File: src/rtl/duty_button_conditioner.sv
// Turns the raw "increase" and "decrease" push-buttons into one-cycle duty strobes for the pwm block.
// Each channel synchronizes, debounces, edge-detects, optionally repeats, and locks out when both buttons are pressed.
module duty_button_conditioner #(
  parameter int DEBOUNCE_CYCLES = 16,
  parameter int REPEAT_EN       = 1,
  parameter int REPEAT_DELAY    = 64,
  parameter int REPEAT_PERIOD   = 32
) (
  input  logic i_clk,
  input  logic i_rst,
  input  logic i_btn_inc,
  input  logic i_btn_dec,
  output logic o_increase_duty,
  output logic o_decrease_duty
);

  localparam int CW   = (DEBOUNCE_CYCLES > 2) ? $clog2(DEBOUNCE_CYCLES) : 1;
  localparam int RMAX = (REPEAT_DELAY > REPEAT_PERIOD) ? REPEAT_DELAY : REPEAT_PERIOD;
  localparam int RW   = $clog2(RMAX + 1);

  localparam logic [CW-1:0] CNT_LAST      = CW'(DEBOUNCE_CYCLES - 1);
  localparam logic [RW-1:0] RC_DELAY_LAST = RW'(REPEAT_DELAY - 1);
  localparam logic [RW-1:0] RC_PERIOD_LAST = RW'(REPEAT_PERIOD - 1);

  localparam logic [1:0] ST_IDLE    = 2'd0;
  localparam logic [1:0] ST_HOLD    = 2'd1;
  localparam logic [1:0] ST_REPEAT  = 2'd2;
  localparam logic [1:0] ST_LOCKOUT = 2'd3;

  // Bit 0 is the increase channel, bit 1 the decrease channel.
  logic [1:0] raw_vec;
  logic [1:0] d_vec;
  logic [1:0] strobe_vec;

  assign raw_vec = {i_btn_dec, i_btn_inc};

  genvar gi;
  generate
    for (gi = 0; gi < 2; gi++) begin : g_chan
      logic          sync1_reg;
      logic          sync2_reg;
      logic          d_reg;
      logic [CW-1:0] cnt_reg;
      logic [1:0]    state_reg;
      logic [1:0]    state_next;
      logic [RW-1:0] rc_reg;
      logic [RW-1:0] rc_next;
      logic          strobe_reg;
      logic          strobe_next;
      logic          other_d;

      assign other_d = (gi == 0) ? d_vec[1] : d_vec[0];

      // A change of level is accepted only after it persists for the full count.
      always_ff @(posedge i_clk) begin
        if (i_rst) begin
          sync1_reg <= 1'b0;
          sync2_reg <= 1'b0;
          d_reg     <= 1'b0;
          cnt_reg   <= '0;
        end else begin
          sync1_reg <= raw_vec[gi];
          sync2_reg <= sync1_reg;
          if (sync2_reg == d_reg) begin
            cnt_reg <= '0;
          end else if (cnt_reg == CNT_LAST) begin
            d_reg   <= sync2_reg;
            cnt_reg <= '0;
          end else begin
            cnt_reg <= cnt_reg + 1'b1;
          end
        end
      end

      // Own release wins over lockout; lockout is left only after release so a new press is needed.
      always_comb begin
        state_next  = state_reg;
        rc_next     = rc_reg;
        strobe_next = 1'b0;
        case (state_reg)
          ST_IDLE: begin
            if (d_reg) begin
              if (other_d) begin
                state_next = ST_LOCKOUT;
              end else begin
                strobe_next = 1'b1;
                rc_next     = '0;
                state_next  = ST_HOLD;
              end
            end
          end
          ST_HOLD: begin
            if (!d_reg) begin
              state_next = ST_IDLE;
              rc_next    = '0;
            end else if (other_d) begin
              state_next = ST_LOCKOUT;
              rc_next    = '0;
            end else if ((REPEAT_EN != 0) && (rc_reg == RC_DELAY_LAST)) begin
              strobe_next = 1'b1;
              rc_next     = '0;
              state_next  = ST_REPEAT;
            end else begin
              rc_next = rc_reg + 1'b1;
            end
          end
          ST_REPEAT: begin
            if (!d_reg) begin
              state_next = ST_IDLE;
              rc_next    = '0;
            end else if (other_d) begin
              state_next = ST_LOCKOUT;
              rc_next    = '0;
            end else if (rc_reg == RC_PERIOD_LAST) begin
              strobe_next = 1'b1;
              rc_next     = '0;
            end else begin
              rc_next = rc_reg + 1'b1;
            end
          end
          ST_LOCKOUT: begin
            if (!d_reg) begin
              state_next = ST_IDLE;
            end
          end
          default: begin
            state_next = ST_IDLE;
            rc_next    = '0;
          end
        endcase
      end

      always_ff @(posedge i_clk) begin
        if (i_rst) begin
          state_reg  <= ST_IDLE;
          rc_reg     <= '0;
          strobe_reg <= 1'b0;
        end else begin
          state_reg  <= state_next;
          rc_reg     <= rc_next;
          strobe_reg <= strobe_next;
        end
      end

      assign d_vec[gi]      = d_reg;
      assign strobe_vec[gi] = strobe_reg;
    end
  endgenerate

  // Lockout guarantees a strobe only fires while the other channel is released, so the two never overlap.
  assign o_increase_duty = strobe_vec[0];
  assign o_decrease_duty = strobe_vec[1];

endmodule

File: config.mk
export PLATFORM = sky130hd
export DESIGN_NAME = duty_button_conditioner
export DESIGN_NICKNAME = d
export VERILOG_FILES = /design/src/rtl/duty_button_conditioner.sv
export SDC_FILE = /design/constraint.sdc
export NUM_CORES = 1
export LEC_CHECK = 0
export CAP_MARGIN = 20
export CELL_PAD_IN_SITES_DETAIL_PLACEMENT = 1
export CELL_PAD_IN_SITES_GLOBAL_PLACEMENT = 2
export CORE_ASPECT_RATIO = 1.2
export CORE_MARGIN = 1.5
export CORE_UTILIZATION = 34
export DETAILED_ROUTE_END_ITERATION = 10
export PLACE_DENSITY_LB_ADDON = 0.1
export SLEW_MARGIN = 30
export SYNTH_ARGS = -nofsm -noshare
export SYNTH_HDL_FRONTEND = slang
export SYNTH_SLANG_ARGS = --single-unit
File: constraint.sdc
create_clock -name i_clk -period 1.8 [get_ports i_clk]
set_input_delay 0.18 -clock i_clk [delete_from_list [all_inputs] [get_ports i_clk]]
set_output_delay 0.18 -clock i_clk [all_outputs]
set_load 0.02 [all_outputs]
==> out/results.txt, run 1 <==
Crit path cell chain = inv_1, ha_1, mux2_1, or3_4, a32oi_1, nor2_1
Congestion Overflow GR = 0
Clock buffer count from CTS = 5
Final Cell Area = 2160 um^2
Post-synth top area share = 37.4%
Required @ worst endpoint = 1.98 ns
Core ar. = 5230 um^2
Startpoint Class = register
Post-synth EDFFs = 0
RR Endpoint = g_chan[0].rc_reg[1]$_SDFFE_PP0P_
Worst r2r src = g_chan[0].state_reg[0]$_SDFFE_PP0P_
Final period utilization = 93.5%
Proportion of power drawn by the clock network = 32.0%
Detailed-placement wirelength estimate = 3200 um
Cell area after placement = 1990 um^2
Nets = 241
Yosys top cell by area = dfxtp_1
Post-Route Utilization = 41.3%
First-pass GRT wire length = 7580 um
Setup TNS = 0 ns
RSZ-0062 raised after global routing = false
Drt total wl = 4470 um
WHS Path Cells = 1
Worst Hold End = g_chan[1].sync2_reg$_SDFF_PP0_
Dpl ws = -0.0201 ns
N_diodes = 0
Pwr dens = 858 nW/um^2
DRT Pass-1 Iters = 4
Slowest library cell on the worst path = or3_4
R2r worst-path depth = 6
Full die area = 5800 um^2
Worst Setup Path Type = register to register
WP buf/inv = 1
Asr flop ratio synth = 0%
Tot GR Track Use = 16.1%
Area overhead of the layout relative to synthesis = 18.7%
Vias = 1558
Top Ports = 6
Highest Clock Rate = 594 MHz
GPL Wtd Cong = 0.761
R2r setup slk = 0.12 ns
Final hold vios = 0
Leakage power = 0.000850 uW
MaxCap Viol Count = 0
DRT iter0 DRCs = 46
Worst-Margin Slew = 0.332 ns
Relative slew slack = 77.8%
Synth unique cells = 42
Min-delay src = g_chan[1].sync1_reg$_SDFF_PP0_
Row count = 29
Final-report max-slew violation count = 0
Clock slew at reported path FFs = 0.07 ns
# setup viols final = 0
Avg Cell Area, Syn = 8.78 um^2
Horiz. Die Dim = 69.8 um
Initial antenna violation count = 0
DRT antenna net count = 0
Drt wl/cell = 15.6 um
Hold_buf cts = 0
Sequential fraction of the synthesis area = 37.4%
Clock Path Buffers = 2
Root Driver = clkbuf_8
Psw = 567 uW
Hold_ws = 0.443 ns
Switching part of the total = 30.6%
Primary FF master, synth = dfxtp_1
Crit Path Max Fanout = 6
Synth Instances = 207
Seq pwr share = 44.3%
Logic gate share of total power = 23.7%
Fin crit period = 1.68 ns
CTS tree = built
Vias in the first global route = 1644
Die Ht = 83.1 um
Internal = 1280 uW
Top Family by Delay on Critical Path = simple AND/OR/NAND/NOR gates
Yosys warns = 0
Worst Skew = 0.00646 ns
Initial core utilization = 34.8%
Syn nets = 224
Endpoint class of the critical path = register
Clock Sinks = 34
Yosys reg bits = 34
Slowest stage delay, CP = 0.37 ns
Share of cells above drive strength 1 = 15.6%
Area contributors post-synth = dfxtp_1 (37%), ha_1 (8.9%), nor2_1 (4.7%), mux2i_1 (4.4%), a31oi_1 (3.1%)
Clock latency on the worst-skew pair = 0.29 ns
Htree depth = 2
Mapped Area = 1820 um^2
Max VDD drop = 265 uV
Vias/cell = 5.43
Critical path data arrival time = 1.87 ns
Slack of the critical path = 0.117 ns
Largest register FFs = 14
Drt drc = 0
Port Buf Inserts = 5
Min-Delay Path Class = register to register
Status = complete, no violations
Largest net degree at the start of global routing = 22
-- cells in the final DEF, fill, tap and decap left out, types with 3 or more instances in the layout --
cell,n
nor3_1,3
nand3b_1,4
nand2_1,12
mux2_2,3
mux2i_1,8
buf_4,13
clkbuf_8,6
nand4_1,5
ha_1,13
nand4b_1,4
o21ai_0,5
xor2_1,4
nor2b_1,6
nand3_1,10
dfxtp_2,4
inv_1,9
nand2b_1,8
clkdlybuf4s50_1,5
dfxtp_1,30
nor2_1,23
a31oi_1,9
a21oi_1,9
-- worst max path at each step --
stage / startpoint / end / depth (start not counted)
6_report: g_chan[0].state_reg[0]$_SDFFE_PP0P_ / g_chan[0].rc_reg[1]$_SDFFE_PP0P_ / 6
5_1_grt: g_chan[1].state_reg[0]$_SDFFE_PP0P_ / g_chan[1].rc_reg[2]$_SDFFE_PP0P_ / 7
4_1_cts: g_chan[1].state_reg[0]$_SDFFE_PP0P_ / g_chan[1].rc_reg[2]$_SDFFE_PP0P_ / 7
3_5_place_dp: g_chan[0].state_reg[0]$_SDFFE_PP0P_ / g_chan[0].rc_reg[1]$_SDFFE_PP0P_ / 6
3_3_place_gp: g_chan[0].state_reg[0]$_SDFFE_PP0P_ / g_chan[0].rc_reg[1]$_SDFFE_PP0P_ / 6
2_1_floorplan: g_chan[0].state_reg[0]$_SDFFE_PP0P_ / g_chan[0].rc_reg[1]$_SDFFE_PP0P_ / 7
-- per-stage QoR --
stage                     total power (uW)  std cells
after CTS                             1850        285
after global routing                  1960        287
after global placement                1220        277
after floorplan                       1120        207
after detailed placement              1240        277
final                                 1850        287
-- cell usage after synthesis (all sizes together), types with 2 or more instances --
library cell,instances
or3,2
buf,4
nand2,12
nand3,10
a211o,2
or2,2
o21a,2
a21oi,9
xnor2,2
o21ai,5
o211ai,2
nand4,6
mux2,4
ha,13
clkbuf,4
and3,2
nor3,3
dfxtp,34
nor2,24
nand4b,4
nand3b,4
a31oi,9
nand2b,8
a211oi,2
nor2b,6
o311ai,2
mux2i,8
a32oi,2
inv,9
a311oi,2
xor2,4
-- area by class of cell --
class                   instances  area, um^2
multi-input cells             156        1120
well taps                      62        77.6
clock buffers                   7        86.3
inverters                       9        33.8
flip-flops and latches         34         686
clock inverters                 1        5.00
fillers                       614        3070
repair buffers                 18         148
-- cells by family (layout without fill, tap and decap cells) --
logic type / count (synthesis) / after routing / share of synthesized area, %
simple gates: 84 / 84 / 24.4
mux: 12 / 12 / 6.88
fa+ha+maj: 13 / 13 / 8.95
xor+xnor: 6 / 6 / 2.89
buf+inv: 17 / 35 / 3.85
compound gates: 41 / 41 / 15.6
flops: 34 / 34 / 37.4
-- power by group through the flow --
stage / sequential [uW] / combinational (uW) / clock, uW
3_5_place_dp: 829 / 412 / 0
4_1_cts: 812 / 418 / 615
3_3_place_gp: 825 / 394 / 0
6_report: 820 / 438 / 593
2_1_floorplan: 822 / 299 / 0
5_1_grt: 824 / 488 / 650
-- routing by layer --
metal,track usage [%],vias to the layer above,wire length (um),share of wire [%]
met5,0,-,0,0
met4,5.07,0,49,1.1
met3,4.13,5,92,2.1
met2,28.9,14,2310,52
met1,18.6,766,2010,45
li1,-,773,-,-
-- what timing repair did --
action,in CTS,in global routing
setup buffers,0,2
gates resized for setup,1,13
endpoints found under the setup margin,1,14
pin swaps,0,2
gates cloned,0,0
(Power assumes the default switching activity.)
==> inputs of run 2 (changes only) <==
--- a/config.mk
+++ b/config.mk
@@ -11,6 +11,8 @@
 export CORE_ASPECT_RATIO = 1.2
 export CORE_MARGIN = 1.5
 export CORE_UTILIZATION = 34
+export CTS_CLUSTER_DIAMETER = 30
+export CTS_CLUSTER_SIZE = 20
 export DETAILED_ROUTE_END_ITERATION = 10
 export PLACE_DENSITY_LB_ADDON = 0.1
 export SLEW_MARGIN = 30
==> results of run 2 <==
No change in the layout: final DEF, timing and power equal those of run 1.
